<file path="src/rtl/sat_problem_loader_if.sv">
// Load-side bundle between the problem loader, its staging memory and the WalkSAT controller.
// master = loader, slave = the surrounding memory/controller/host.
interface sat_problem_loader_if #(
    parameter int unsigned NSAT                      = 3,
    parameter int unsigned NUM_VARIABLES             = 2048,
    parameter int unsigned MAX_CLAUSE_MEMBERSHIP     = 20,
    parameter int unsigned UNSAT_CLAUSE_BUFFER_DEPTH = 2048
);
    localparam int unsigned VAW       = $clog2(NUM_VARIABLES);
    localparam int unsigned LAW       = VAW + 1;
    localparam int unsigned UCB_AW    = $clog2(UNSAT_CLAUSE_BUFFER_DEPTH);
    localparam int unsigned CT_WIDTH  = LAW * (NSAT - 1) * MAX_CLAUSE_MEMBERSHIP;
    localparam int unsigned ATT_WIDTH = VAW + MAX_CLAUSE_MEMBERSHIP;
    localparam int unsigned UCB_WIDTH = NSAT * LAW;

    logic                 go_i;
    logic [LAW+1:0]       att_count_i;
    logic [VAW:0]         ct_count_i;
    logic [UCB_AW:0]      ucb_count_i;
    logic                 busy_o;
    logic                 src_rd_en_o;
    logic [1:0]           src_sel_o;
    logic [LAW:0]         src_addr_o;
    logic [ATT_WIDTH-1:0] src_att_data_i;
    logic [CT_WIDTH-1:0]  src_ct_data_i;
    logic [UCB_WIDTH-1:0] src_ucb_data_i;
    logic                 start_o;
    logic [LAW:0]         att_load_addr_o;
    logic [ATT_WIDTH-1:0] att_load_data_o;
    logic                 att_load_valid_o;
    logic [VAW-1:0]       ct_load_addr_o;
    logic [CT_WIDTH-1:0]  ct_load_data_o;
    logic                 ct_load_valid_o;
    logic [UCB_AW-1:0]    ucb_load_addr_o;
    logic [UCB_WIDTH-1:0] ucb_load_data_o;
    logic                 ucb_load_valid_o;
    logic                 ctrl_done_i;
    logic                 result_valid_o;
    logic [31:0]          solve_cycles_o;

    modport master (
        input  go_i, att_count_i, ct_count_i, ucb_count_i,
        input  src_att_data_i, src_ct_data_i, src_ucb_data_i, ctrl_done_i,
        output busy_o, src_rd_en_o, src_sel_o, src_addr_o, start_o,
        output att_load_addr_o, att_load_data_o, att_load_valid_o,
        output ct_load_addr_o, ct_load_data_o, ct_load_valid_o,
        output ucb_load_addr_o, ucb_load_data_o, ucb_load_valid_o,
        output result_valid_o, solve_cycles_o
    );

    modport slave (
        output go_i, att_count_i, ct_count_i, ucb_count_i,
        output src_att_data_i, src_ct_data_i, src_ucb_data_i, ctrl_done_i,
        input  busy_o, src_rd_en_o, src_sel_o, src_addr_o, start_o,
        input  att_load_addr_o, att_load_data_o, att_load_valid_o,
        input  ct_load_addr_o, ct_load_data_o, ct_load_valid_o,
        input  ucb_load_addr_o, ucb_load_data_o, ucb_load_valid_o,
        input  result_valid_o, solve_cycles_o
    );
endinterface

</file>
<file path="src/rtl/sat_problem_loader.sv">
// Pulses the WalkSAT controller start, streams ATT/CT/UCB images as one gapless beat train,
// then measures the solve time until the controller reports done.
module sat_problem_loader #(
    parameter int unsigned NSAT                      = 3,
    parameter int unsigned NUM_VARIABLES             = 2048,
    parameter int unsigned MAX_CLAUSE_MEMBERSHIP     = 20,
    parameter int unsigned UNSAT_CLAUSE_BUFFER_DEPTH = 2048
) (
    input logic                  clk,
    input logic                  rst,
    sat_problem_loader_if.master bus
);
    localparam int unsigned VAW       = $clog2(NUM_VARIABLES);
    localparam int unsigned LAW       = VAW + 1;
    localparam int unsigned UCB_AW    = $clog2(UNSAT_CLAUSE_BUFFER_DEPTH);
    localparam int unsigned ATT_DEPTH = 2 ** (LAW + 1);

    typedef enum logic [2:0] {StIdle, StStart, StStream, StWaitSolve, StReport} state_e;

    state_e       state_q, state_d;
    logic [31:0]  att_n_q, ct_n_q, ucb_n_q;
    logic [31:0]  remaining_q;
    logic [1:0]   phase_q;
    logic [LAW:0] idx_q;
    logic         att_v_q, ct_v_q, ucb_v_q;
    logic [LAW:0] beat_addr_q;
    logic         done_q;
    logic [31:0]  cnt_q;
    logic [31:0]  solve_cycles_q;

    logic [31:0]  att_c, ct_c, ucb_c;
    logic [31:0]  cur_n;
    logic         issue, last_in_phase, done_edge, go_accept;
    logic [1:0]   next_phase;

    always_comb begin
        att_c = 32'(bus.att_count_i);
        ct_c  = 32'(bus.ct_count_i);
        ucb_c = 32'(bus.ucb_count_i);
        if (att_c > ATT_DEPTH) att_c = ATT_DEPTH;
        if (ct_c > NUM_VARIABLES) ct_c = NUM_VARIABLES;
        if (ucb_c > UNSAT_CLAUSE_BUFFER_DEPTH) ucb_c = UNSAT_CLAUSE_BUFFER_DEPTH;
    end

    always_comb begin
        cur_n = ucb_n_q;
        if (phase_q == 2'd0) cur_n = att_n_q;
        else if (phase_q == 2'd1) cur_n = ct_n_q;
    end

    assign go_accept     = (state_q == StIdle) && bus.go_i;
    assign issue         = ((state_q == StStart) || (state_q == StStream)) && (remaining_q != 32'd0);
    assign last_in_phase = (32'(idx_q) + 32'd1) == cur_n;
    // Empty CT image falls straight through to UCB so the beat train stays gapless.
    assign next_phase    = ((phase_q == 2'd0) && (ct_n_q != 32'd0)) ? 2'd1 : 2'd2;
    // A done level carried over from an earlier run must not end this one.
    assign done_edge     = bus.ctrl_done_i && !done_q;

    always_ff @(posedge clk) begin
        if (rst) state_q <= StIdle;
        else     state_q <= state_d;
    end

    always_comb begin
        state_d = state_q;
        unique case (state_q)
            StIdle:      if (bus.go_i) state_d = StStart;
            StStart:     state_d = (remaining_q == 32'd0) ? StWaitSolve : StStream;
            StStream:    if (remaining_q == 32'd0) state_d = StWaitSolve;
            StWaitSolve: if (done_edge) state_d = StReport;
            StReport:    state_d = StIdle;
            default:     state_d = StIdle;
        endcase
    end

    always_comb begin
        bus.busy_o           = (state_q != StIdle);
        bus.start_o          = (state_q == StStart);
        bus.result_valid_o   = (state_q == StReport);
        bus.solve_cycles_o   = solve_cycles_q;
        bus.src_rd_en_o      = issue;
        bus.src_sel_o        = issue ? phase_q : 2'd0;
        bus.src_addr_o       = issue ? idx_q : '0;
        bus.att_load_valid_o = att_v_q;
        bus.ct_load_valid_o  = ct_v_q;
        bus.ucb_load_valid_o = ucb_v_q;
        bus.att_load_addr_o  = att_v_q ? beat_addr_q : '0;
        bus.ct_load_addr_o   = ct_v_q ? beat_addr_q[VAW-1:0] : '0;
        bus.ucb_load_addr_o  = ucb_v_q ? beat_addr_q[UCB_AW-1:0] : '0;
        bus.att_load_data_o  = att_v_q ? bus.src_att_data_i : '0;
        bus.ct_load_data_o   = ct_v_q ? bus.src_ct_data_i : '0;
        bus.ucb_load_data_o  = ucb_v_q ? bus.src_ucb_data_i : '0;
    end

    always_ff @(posedge clk) begin
        if (rst) begin
            att_n_q        <= '0;
            ct_n_q         <= '0;
            ucb_n_q        <= '0;
            remaining_q    <= '0;
            phase_q        <= '0;
            idx_q          <= '0;
            att_v_q        <= 1'b0;
            ct_v_q         <= 1'b0;
            ucb_v_q        <= 1'b0;
            beat_addr_q    <= '0;
            done_q         <= 1'b0;
            cnt_q          <= '0;
            solve_cycles_q <= '0;
        end else begin
            done_q      <= bus.ctrl_done_i;
            att_v_q     <= issue && (phase_q == 2'd0);
            ct_v_q      <= issue && (phase_q == 2'd1);
            ucb_v_q     <= issue && (phase_q == 2'd2);
            beat_addr_q <= issue ? idx_q : '0;

            if (go_accept) begin
                att_n_q        <= att_c;
                ct_n_q         <= ct_c;
                ucb_n_q        <= ucb_c;
                remaining_q    <= att_c + ct_c + ucb_c;
                phase_q        <= (att_c != 32'd0) ? 2'd0 : ((ct_c != 32'd0) ? 2'd1 : 2'd2);
                idx_q          <= '0;
                solve_cycles_q <= '0;
            end else if (issue) begin
                remaining_q <= remaining_q - 32'd1;
                if (last_in_phase) begin
                    idx_q   <= '0;
                    phase_q <= next_phase;
                end else begin
                    idx_q <= idx_q + 1'b1;
                end
            end

            if (state_q == StStart) begin
                cnt_q <= '0;
            end else if (((state_q == StStream) || (state_q == StWaitSolve)) &&
                         (cnt_q != 32'hFFFF_FFFF)) begin
                cnt_q <= cnt_q + 32'd1;
            end

            if ((state_q == StWaitSolve) && done_edge) solve_cycles_q <= cnt_q;
        end
    end
endmodule

</file>
<file path="src/flat_wrapper.sv">
// flat-port wrapper written by rule: the top's interface ports become plain ports
module sat_problem_loader_flat 
#(
    parameter int unsigned NSAT                      = 3,
    parameter int unsigned NUM_VARIABLES             = 2048,
    parameter int unsigned MAX_CLAUSE_MEMBERSHIP     = 20,
    parameter int unsigned UNSAT_CLAUSE_BUFFER_DEPTH = 2048
)
  (clk, rst, bus_go_i, bus_att_count_i, bus_ct_count_i, bus_ucb_count_i, bus_src_att_data_i, bus_src_ct_data_i, bus_src_ucb_data_i, bus_ctrl_done_i, bus_busy_o, bus_src_rd_en_o, bus_src_sel_o, bus_src_addr_o, bus_start_o, bus_att_load_addr_o, bus_att_load_data_o, bus_att_load_valid_o, bus_ct_load_addr_o, bus_ct_load_data_o, bus_ct_load_valid_o, bus_ucb_load_addr_o, bus_ucb_load_data_o, bus_ucb_load_valid_o, bus_result_valid_o, bus_solve_cycles_o);
  sat_problem_loader_if #(.NSAT(NSAT), .NUM_VARIABLES(NUM_VARIABLES), .MAX_CLAUSE_MEMBERSHIP(MAX_CLAUSE_MEMBERSHIP), .UNSAT_CLAUSE_BUFFER_DEPTH(UNSAT_CLAUSE_BUFFER_DEPTH)) bus_i ();
  input logic clk;
  input logic rst;
  input wire logic [$bits(bus_i.go_i)-1:0] bus_go_i;
  input wire logic [$bits(bus_i.att_count_i)-1:0] bus_att_count_i;
  input wire logic [$bits(bus_i.ct_count_i)-1:0] bus_ct_count_i;
  input wire logic [$bits(bus_i.ucb_count_i)-1:0] bus_ucb_count_i;
  input wire logic [$bits(bus_i.src_att_data_i)-1:0] bus_src_att_data_i;
  input wire logic [$bits(bus_i.src_ct_data_i)-1:0] bus_src_ct_data_i;
  input wire logic [$bits(bus_i.src_ucb_data_i)-1:0] bus_src_ucb_data_i;
  input wire logic [$bits(bus_i.ctrl_done_i)-1:0] bus_ctrl_done_i;
  output wire logic [$bits(bus_i.busy_o)-1:0] bus_busy_o;
  output wire logic [$bits(bus_i.src_rd_en_o)-1:0] bus_src_rd_en_o;
  output wire logic [$bits(bus_i.src_sel_o)-1:0] bus_src_sel_o;
  output wire logic [$bits(bus_i.src_addr_o)-1:0] bus_src_addr_o;
  output wire logic [$bits(bus_i.start_o)-1:0] bus_start_o;
  output wire logic [$bits(bus_i.att_load_addr_o)-1:0] bus_att_load_addr_o;
  output wire logic [$bits(bus_i.att_load_data_o)-1:0] bus_att_load_data_o;
  output wire logic [$bits(bus_i.att_load_valid_o)-1:0] bus_att_load_valid_o;
  output wire logic [$bits(bus_i.ct_load_addr_o)-1:0] bus_ct_load_addr_o;
  output wire logic [$bits(bus_i.ct_load_data_o)-1:0] bus_ct_load_data_o;
  output wire logic [$bits(bus_i.ct_load_valid_o)-1:0] bus_ct_load_valid_o;
  output wire logic [$bits(bus_i.ucb_load_addr_o)-1:0] bus_ucb_load_addr_o;
  output wire logic [$bits(bus_i.ucb_load_data_o)-1:0] bus_ucb_load_data_o;
  output wire logic [$bits(bus_i.ucb_load_valid_o)-1:0] bus_ucb_load_valid_o;
  output wire logic [$bits(bus_i.result_valid_o)-1:0] bus_result_valid_o;
  output wire logic [$bits(bus_i.solve_cycles_o)-1:0] bus_solve_cycles_o;
  assign bus_i.go_i = bus_go_i;
  assign bus_i.att_count_i = bus_att_count_i;
  assign bus_i.ct_count_i = bus_ct_count_i;
  assign bus_i.ucb_count_i = bus_ucb_count_i;
  assign bus_i.src_att_data_i = bus_src_att_data_i;
  assign bus_i.src_ct_data_i = bus_src_ct_data_i;
  assign bus_i.src_ucb_data_i = bus_src_ucb_data_i;
  assign bus_i.ctrl_done_i = bus_ctrl_done_i;
  assign bus_busy_o = bus_i.busy_o;
  assign bus_src_rd_en_o = bus_i.src_rd_en_o;
  assign bus_src_sel_o = bus_i.src_sel_o;
  assign bus_src_addr_o = bus_i.src_addr_o;
  assign bus_start_o = bus_i.start_o;
  assign bus_att_load_addr_o = bus_i.att_load_addr_o;
  assign bus_att_load_data_o = bus_i.att_load_data_o;
  assign bus_att_load_valid_o = bus_i.att_load_valid_o;
  assign bus_ct_load_addr_o = bus_i.ct_load_addr_o;
  assign bus_ct_load_data_o = bus_i.ct_load_data_o;
  assign bus_ct_load_valid_o = bus_i.ct_load_valid_o;
  assign bus_ucb_load_addr_o = bus_i.ucb_load_addr_o;
  assign bus_ucb_load_data_o = bus_i.ucb_load_data_o;
  assign bus_ucb_load_valid_o = bus_i.ucb_load_valid_o;
  assign bus_result_valid_o = bus_i.result_valid_o;
  assign bus_solve_cycles_o = bus_i.solve_cycles_o;
  sat_problem_loader #(.NSAT(NSAT), .NUM_VARIABLES(NUM_VARIABLES), .MAX_CLAUSE_MEMBERSHIP(MAX_CLAUSE_MEMBERSHIP), .UNSAT_CLAUSE_BUFFER_DEPTH(UNSAT_CLAUSE_BUFFER_DEPTH)) u_core (.clk(clk), .rst(rst), .bus(bus_i));
endmodule
</file>
<file path="config.mk">
export PLATFORM = sky130hd
export DESIGN_NAME = sat_problem_loader_flat
export DESIGN_NICKNAME = d
export VERILOG_FILES = /design/src/rtl/sat_problem_loader_if.sv /design/src/rtl/sat_problem_loader.sv /design/src/flat_wrapper.sv
export SDC_FILE = /design/constraint.sdc
export NUM_CORES = 1
export LEC_CHECK = 0
export ABC_CLOCK_PERIOD_IN_PS = 10100
export CAP_MARGIN = 20
export CORE_AREA = 2 2 481 483
export CTS_CLUSTER_SIZE = 24
export DETAILED_ROUTE_END_ITERATION = 16
export DIE_AREA = 0 0 483 485
export GPL_ROUTABILITY_DRIVEN = 0
export GPL_TIMING_DRIVEN = 0
export PLACE_DENSITY = 0.3
export SLEW_MARGIN = 20
export SYNTH_ARGS = -nofsm -noshare
export SYNTH_HDL_FRONTEND = slang
export SYNTH_SLANG_ARGS = --single-unit
</file>
<file path="constraint.sdc">
create_clock -name clk -period 10.1 [get_ports clk]
set_input_delay 2.02 -clock clk [delete_from_list [all_inputs] [get_ports clk]]
set_output_delay 2.02 -clock clk [all_outputs]
set_load 0.02 [all_outputs]
</file>
==> results_dict.tcl, run 1 <==
set metrics [dict create \
    reg2reg_depth 11 \
    cp.required_ns 10.50 \
    ys_seq_area_frac 0.265 \
    grt_pass1_vias 17800 \
    synth_cells 1695 \
    final-setup-viol-count 0 \
    drive_gt1_frac 0.0210 \
    post_cts_buffers 0 \
    rsz0062_at_grt "false" \
    cts_buffers 17 \
    startpoint_type "input port" \
    syn_area_per_cell_um2 7.52 \
    rows 176 \
    dieArea_um2 234000 \
    hpwl_mm 166 \
    async_flop_share 0 \
    final_nets 3557 \
    start_util 0.0557 \
    grt_pass1_wl_mm 219 \
    critPathMaxFanout 10 \
    cts.htree.levels 4 \
    ant_nets 0 \
    period_needed_ns 6.34 \
    cts_resized 0 \
    grt_max_degree 20 \
    max_freq_mhz 158 \
    tritoncts "done" \
    die_width_um 483 \
    outcome "completed" \
    finalSetupTns_ns 0 \
    drc 0 \
    clk_pin_slew_ns 0.09 \
    end_kind "flop" \
    layout.filler_cells 26400 \
    ys.flop_type "dfxtp_1" \
    worstHoldPathType "flop to flop" \
    skew_ns 0.0293 \
    wire_per_inst_um 29.6 \
    clkLatencyLatePin_ns 0.51 \
    io_pins 1225 \
    tightest_slew_ns 1.15 \
    wl_mm 178 \
    slew_headroom 0.231 \
    portBuffers 1224 \
    hold_buffers 0 \
    synth_edf_count 0 \
    worstHoldPathCells 2 \
    drt_iter0_markers 956 \
    cap_violations 0 \
    instances_no_fill 6027 \
    synth_warnings 0 \
    cts.root.buffer_cell "clkbuf_16" \
    antenna_found_initial 146 \
    leakagePower_nw 9.98 \
    synth.cell_area_um2 12700 \
    first_pass_iters 5 \
    cellPowerDensity_nw_per_um2 111 \
    placed_cells 5945 \
    area_growth_pct 132 \
    cts_buffer_depth 2 \
    fp.dieH_um 485 \
    post-route-period-util 0.628 \
    drv_slew 0 \
    final_common_cell "clkdlybuf4s50_1" \
    synth_nets 2314 \
    ir_worst_vdd_uv 74.0 \
    vias 17600 \
    layout_common_cells "1224 x clkdlybuf4s50_1, 610 x and2_1, 169 x dfxtp_1" \
    grt_usage 0.147 \
    final_hold_viol_count 0 \
    via_per_inst 2.92 \
    worst-setup-path-type "input port to flop" \
    yosysUniqueCellTypes 67 \
    cp.arrival_ns 6.74 \
    core-area_um2 229000 \
    ys_seq_elements 169 \
    overflow 0 \
    clock-sinks 169 \
]
-- registers in the layout (all words and copies together), names as in the netlist, 2 cells and up --
name / cells
u_core.bus.solve_cycles_o: 32
u_core.cnt_q: 32
u_core.remaining_q: 32
u_core.att_n_q: 14
u_core.beat_addr_q: 13
u_core.idx_q: 13
u_core.ct_n_q: 12
u_core.ucb_n_q: 12
u_core.state_q: 3
u_core.phase_q: 2
-- worst max-delay path, cell delays in order --
cell and delay, ns:
clkdlybuf4s50_1 0.69, clkbuf_1 0.40, nor2b_1 0.16, ha_1 0.34
a211oi_1 0.23, nor2_1 0.12, o31a_1 0.29, o21ai_0 0.16
nand2b_1 0.10, and3_1 0.21, nor3_1 0.22, xnor2_1 0.13
ha_1 0.39, nand2_1 0.09, o311ai_0 0.54, nand2b_1 0.18
nand3_1 0.13, mux2i_1 0.16, a211oi_1 0.19
-- synth_stat cells (all sizes together), types with 3 or more instances --
| library cell | n | area share |
|---|---|---|
| a22oi | 32 | 0.019 |
| or4 | 6 | 0.0041 |
| o211ai | 5 | 0.0029 |
| and3 | 24 | 0.012 |
| nor3b | 6 | 0.0035 |
| and4 | 9 | 0.0062 |
| buf | 14 | 0.0060 |
| o21bai | 4 | 0.0024 |
| a21o | 5 | 0.0029 |
| dfxtp | 169 | 0.27 |
| o21ai | 41 | 0.016 |
| o22ai | 4 | 0.0020 |
| inv | 9 | 0.0026 |
| nor2 | 129 | 0.038 |
| a2111oi | 3 | 0.0022 |
| o31a | 5 | 0.0034 |
| a22o | 29 | 0.020 |
| xnor2 | 44 | 0.030 |
| o2111ai | 3 | 0.0026 |
| nand3b | 5 | 0.0029 |
| xor2 | 51 | 0.035 |
| nor4 | 23 | 0.014 |
| and2 | 610 | 0.30 |
| ha | 28 | 0.027 |
| nand2 | 83 | 0.024 |
| nand2b | 11 | 0.0056 |
| a211oi | 13 | 0.0077 |
| a21oi | 30 | 0.012 |
| o21a | 3 | 0.0018 |
| or3 | 6 | 0.0029 |
| or2 | 5 | 0.0025 |
| nand3 | 38 | 0.015 |
| clkbuf | 117 | 0.034 |
| nand4 | 17 | 0.0088 |
| mux2i | 16 | 0.013 |
| nor3 | 31 | 0.013 |
| nor2b | 43 | 0.021 |
-- area by class of cell --
| cell class | count | area [µm²] | area share |
|---|---|---|---|
| clock buffer | 17 | 425 | 0.0144 |
| tap | 3026 | 3790 | 0.128 |
| clock inverter | 15 | 195 | 0.00661 |
| antenna | 50 | 125 | 0.00424 |
| timing repair buffer | 1224 | 12300 | 0.415 |
| inverter | 10 | 37.5 | 0.00127 |
| sequential | 169 | 3380 | 0.115 |
| multi-input combinational | 1385 | 8810 | 0.298 |
| buffer | 131 | 517 | 0.0175 |
-- logic make-up after synthesis --
group	synth area share
xor gates and xnor gates	0.0653
AOI/OAI and AO/OA	0.106
adders and majority gates	0.0306
DFF	0.265
and+or+nand+nor	0.475
muxes	0.0143
buffers and inverters	0.0434
-- layer usage --
layer | vias up | GRT usage | wire (µm) | part of all wire
met1 | 8214 | 0.158 | 66400 | 0.37
li1 | 8146 | - | - | -
met2 | 985 | 0.264 | 90700 | 0.51
met5 | - | 0 | 120 | 0.00067
met4 | 20 | 0.0488 | 5990 | 0.034
met3 | 256 | 0.0517 | 15000 | 0.084
-- per-stage QoR --
step	power [mW]	util	instance area [µm²]	hold WS, ns	setup WS, ns
6_report	3.28	0.129	29500	0.464	3.76
3_3_place_gp	2.59	0.126	28800	0.452	3.12
2_1_floorplan	1.58	-	12700	0.432	4.70
4_1_cts	3.35	0.128	29400	0.468	3.59
3_5_place_dp	2.58	0.126	28800	0.456	3.22
5_1_grt	3.48	0.129	29500	0.495	3.19
-- power breakdown --
| part | switching, mW | leakage, nW | internal (mW) |
|---|---|---|---|
| combinational | 1.02 | 8.31 | 0.734 |
| sequential | 0.0689 | 1.37 | 0.723 |
| clock | 0.377 | 0.297 | 0.359 |
| total | 1.46 | 9.98 | 1.82 |
-- path summary, 6_finish.rpt --
kind / to / from / slack (ns)
worst max-delay path: u_core.remaining_q[13] / bus_ct_count_i[11] / 3.76
worst min-delay path: u_core.att_n_q[4] / u_core.att_n_q[4] / 0.46
worst max register to register: u_core.idx_q[2] / u_core.idx_q[0] / 6.62
worst min register to register: u_core.att_n_q[4] / u_core.att_n_q[4] / 0.46
Note: power is estimated with default switching activity, not from simulation.
==> run 2: changes to the inputs <==
Settings changed: ABC_CLOCK_PERIOD_IN_PS 10100 to 6000.
Clock period 10.1 ns to 6 ns, I/O delays scaled along.
==> run 2 against run 1 <==
Against the previous run: clock power rose by 68%; die area did not move; via count fell by 0.12%; register-to-register slack got worse by 4.1 ns; clock skew barely moved; largest power group unchanged; highest routed layer unchanged.
==> results_dict.tcl, run 2 (synthesis results as in run 1) <==
set metrics [dict create \
    final-setup-viol-count 0 \
    max_freq_mhz 185 \
    final_hold_viol_count 0 \
    grt_pass1_vias 17800 \
    wl_mm 178 \
    cap_violations 0 \
    startpoint_type "input port" \
    portBuffers 1224 \
    io_pins 1225 \
    cts_buffer_depth 2 \
    hpwl_mm 166 \
    drc 0 \
    final_nets 3557 \
    area_growth_pct 132 \
    clk_pin_slew_ns 0.08 \
    dieArea_um2 234000 \
    cts.htree.levels 4 \
    vias 17600 \
    overflow 0 \
    worstHoldPathType "flop to flop" \
    slew_headroom 0.249 \
    start_util 0.0557 \
    drive_gt1_frac 0.0210 \
    fin_util 0.129 \
    post_cts_buffers 0 \
    ir_worst_vdd_uv 124 \
    cp.arrival_ns 5.75 \
    skew_ns 0.0294 \
    wl_met2_mm 89.8 \
    fin_ws_ns 0.589 \
    top_layer "met5" \
    placed_cells 5945 \
    grt_max_degree 20 \
    cts.root.buffer_cell "clkbuf_16" \
    cpMaxStageDelayCell "clkdlybuf4s50_1" \
    core-area_um2 229000 \
    rows 176 \
    die_width_um 483 \
    grt_usage 0.147 \
    worst-setup-path-type "input port to flop" \
    post-route-period-util 0.902 \
    clock-sinks 169 \
    clkLatencyLatePin_ns 0.51 \
    finalSetupTns_ns 0 \
    pre_cts_ws_ns -0.0607 \
    cp.required_ns 6.34 \
    layout_common_cells "1224 x clkdlybuf4s50_1, 610 x and2_1, 169 x dfxtp_1" \
    wire_per_inst_um 29.6 \
    instances_no_fill 6030 \
    grt_pass1_wl_mm 219 \
    drv_slew 0 \
    worstPathCellList "clkdlybuf4s50_1 -> clkbuf_1 -> nor2b_1 -> ha_1 -> fa_1 -> a211oi_1 -> o21ai_0 -> o211a_1 -> o21a_1 -> o21ai_0 -> nand2b_1 -> a21oi_1 -> xnor2_1 -> ha_1 -> o21ai_0 -> nand2b_1 -> a21boi_0 -> o21bai_1 -> xnor2_1 -> o22ai_1" \
    ant_nets 0 \
    fp.dieH_um 485 \
    cpMostUsedCell "o21ai_0" \
    cellPowerDensity_nw_per_um2 187 \
    tritoncts "done" \
    end_kind "flop" \
    tightest_slew_ns 1.12 \
    wl_met1_mm 66.6 \
    drt_iter0_markers 956 \
    critPathMaxFanout 10 \
    via_per_inst 2.92 \
    dr_wl_met3_mm 14.8 \
    leakagePower_nw 9.98 \
    final_common_cell "clkdlybuf4s50_1" \
    antenna_found_initial 146 \
    period_needed_ns 5.41 \
    rsz0062_at_grt "false" \
    max_stage_delay_ns 0.70 \
    layout.filler_cells 26400 \
    first_pass_iters 5 \
    cts_buffers 17 \
    outcome "completed" \
]
run 2: final timing paths:
kind / startpoint / endpoint / slack, ns / depth (start not counted)
worst min register to register: u_core.att_n_q[4] / u_core.att_n_q[4] / 0.46 / 2
worst max-delay path: bus_ct_count_i[11] / u_core.remaining_q[12] / 0.59 / 20
worst min-delay path: u_core.att_n_q[4] / u_core.att_n_q[4] / 0.46 / 2
worst max register to register: u_core.idx_q[0] / u_core.idx_q[2] / 2.51 / 11
run 2: metrics by stage:
step | cell area (µm²) | power, mW | hold WS [ns]
final | 29500 | 5.52 | 0.464
after global routing | 29500 | 5.86 | 0.495
after CTS | 29400 | 5.64 | 0.468
after detailed placement | 28800 | 4.35 | 0.456
after global placement | 28800 | 4.36 | 0.452
after floorplan | 12700 | 2.67 | 0.432
run 2: final cells by class:
class                      count  area (µm²)  area share
clock buffer                  17         425      0.0144
buffer                       131         517      0.0175
sequential                   169        3380       0.115
antenna                       53         133     0.00449
inverter                      10        37.5     0.00127
multi-input combinational   1385        8810       0.298
tap                         3026        3790       0.128
timing repair buffer        1224       12300       0.415
clock inverter                15         195     0.00661
run 2: power by group:
group          leakage (nW)  switching, mW  total, mW  internal [mW]
registers              1.37          0.116       1.33           1.22
clock network         0.297          0.635       1.24          0.605
logic                  8.31           1.71       2.94           1.24
run 2: worst max-delay path: cells and delay by family:
| kind | cells | cell delay (ns) |
|---|---|---|
| AOI/OAI and AO/OA | 10 | 1.77 |
| xor gates and xnor gates | 2 | 0.41 |
| adders and majority gates | 3 | 1.00 |
| buffers and inverters | 2 | 1.09 |
| and+or+nand+nor | 3 | 0.27 |
run 2: repair_timing:
| item | CTS | global route |
|---|---|---|
| hold buffers | 0 | 0 |
| endpoints found under the setup margin | 0 | 2 |
| gates resized for setup | 0 | 1 |
run 2: layer usage:
layer / track usage / vias up
met1: 0.158 / 8189
li1: - / 8152
met5: 0 / -
met3: 0.0517 / 258
met4: 0.0488 / 20
met2: 0.264 / 981
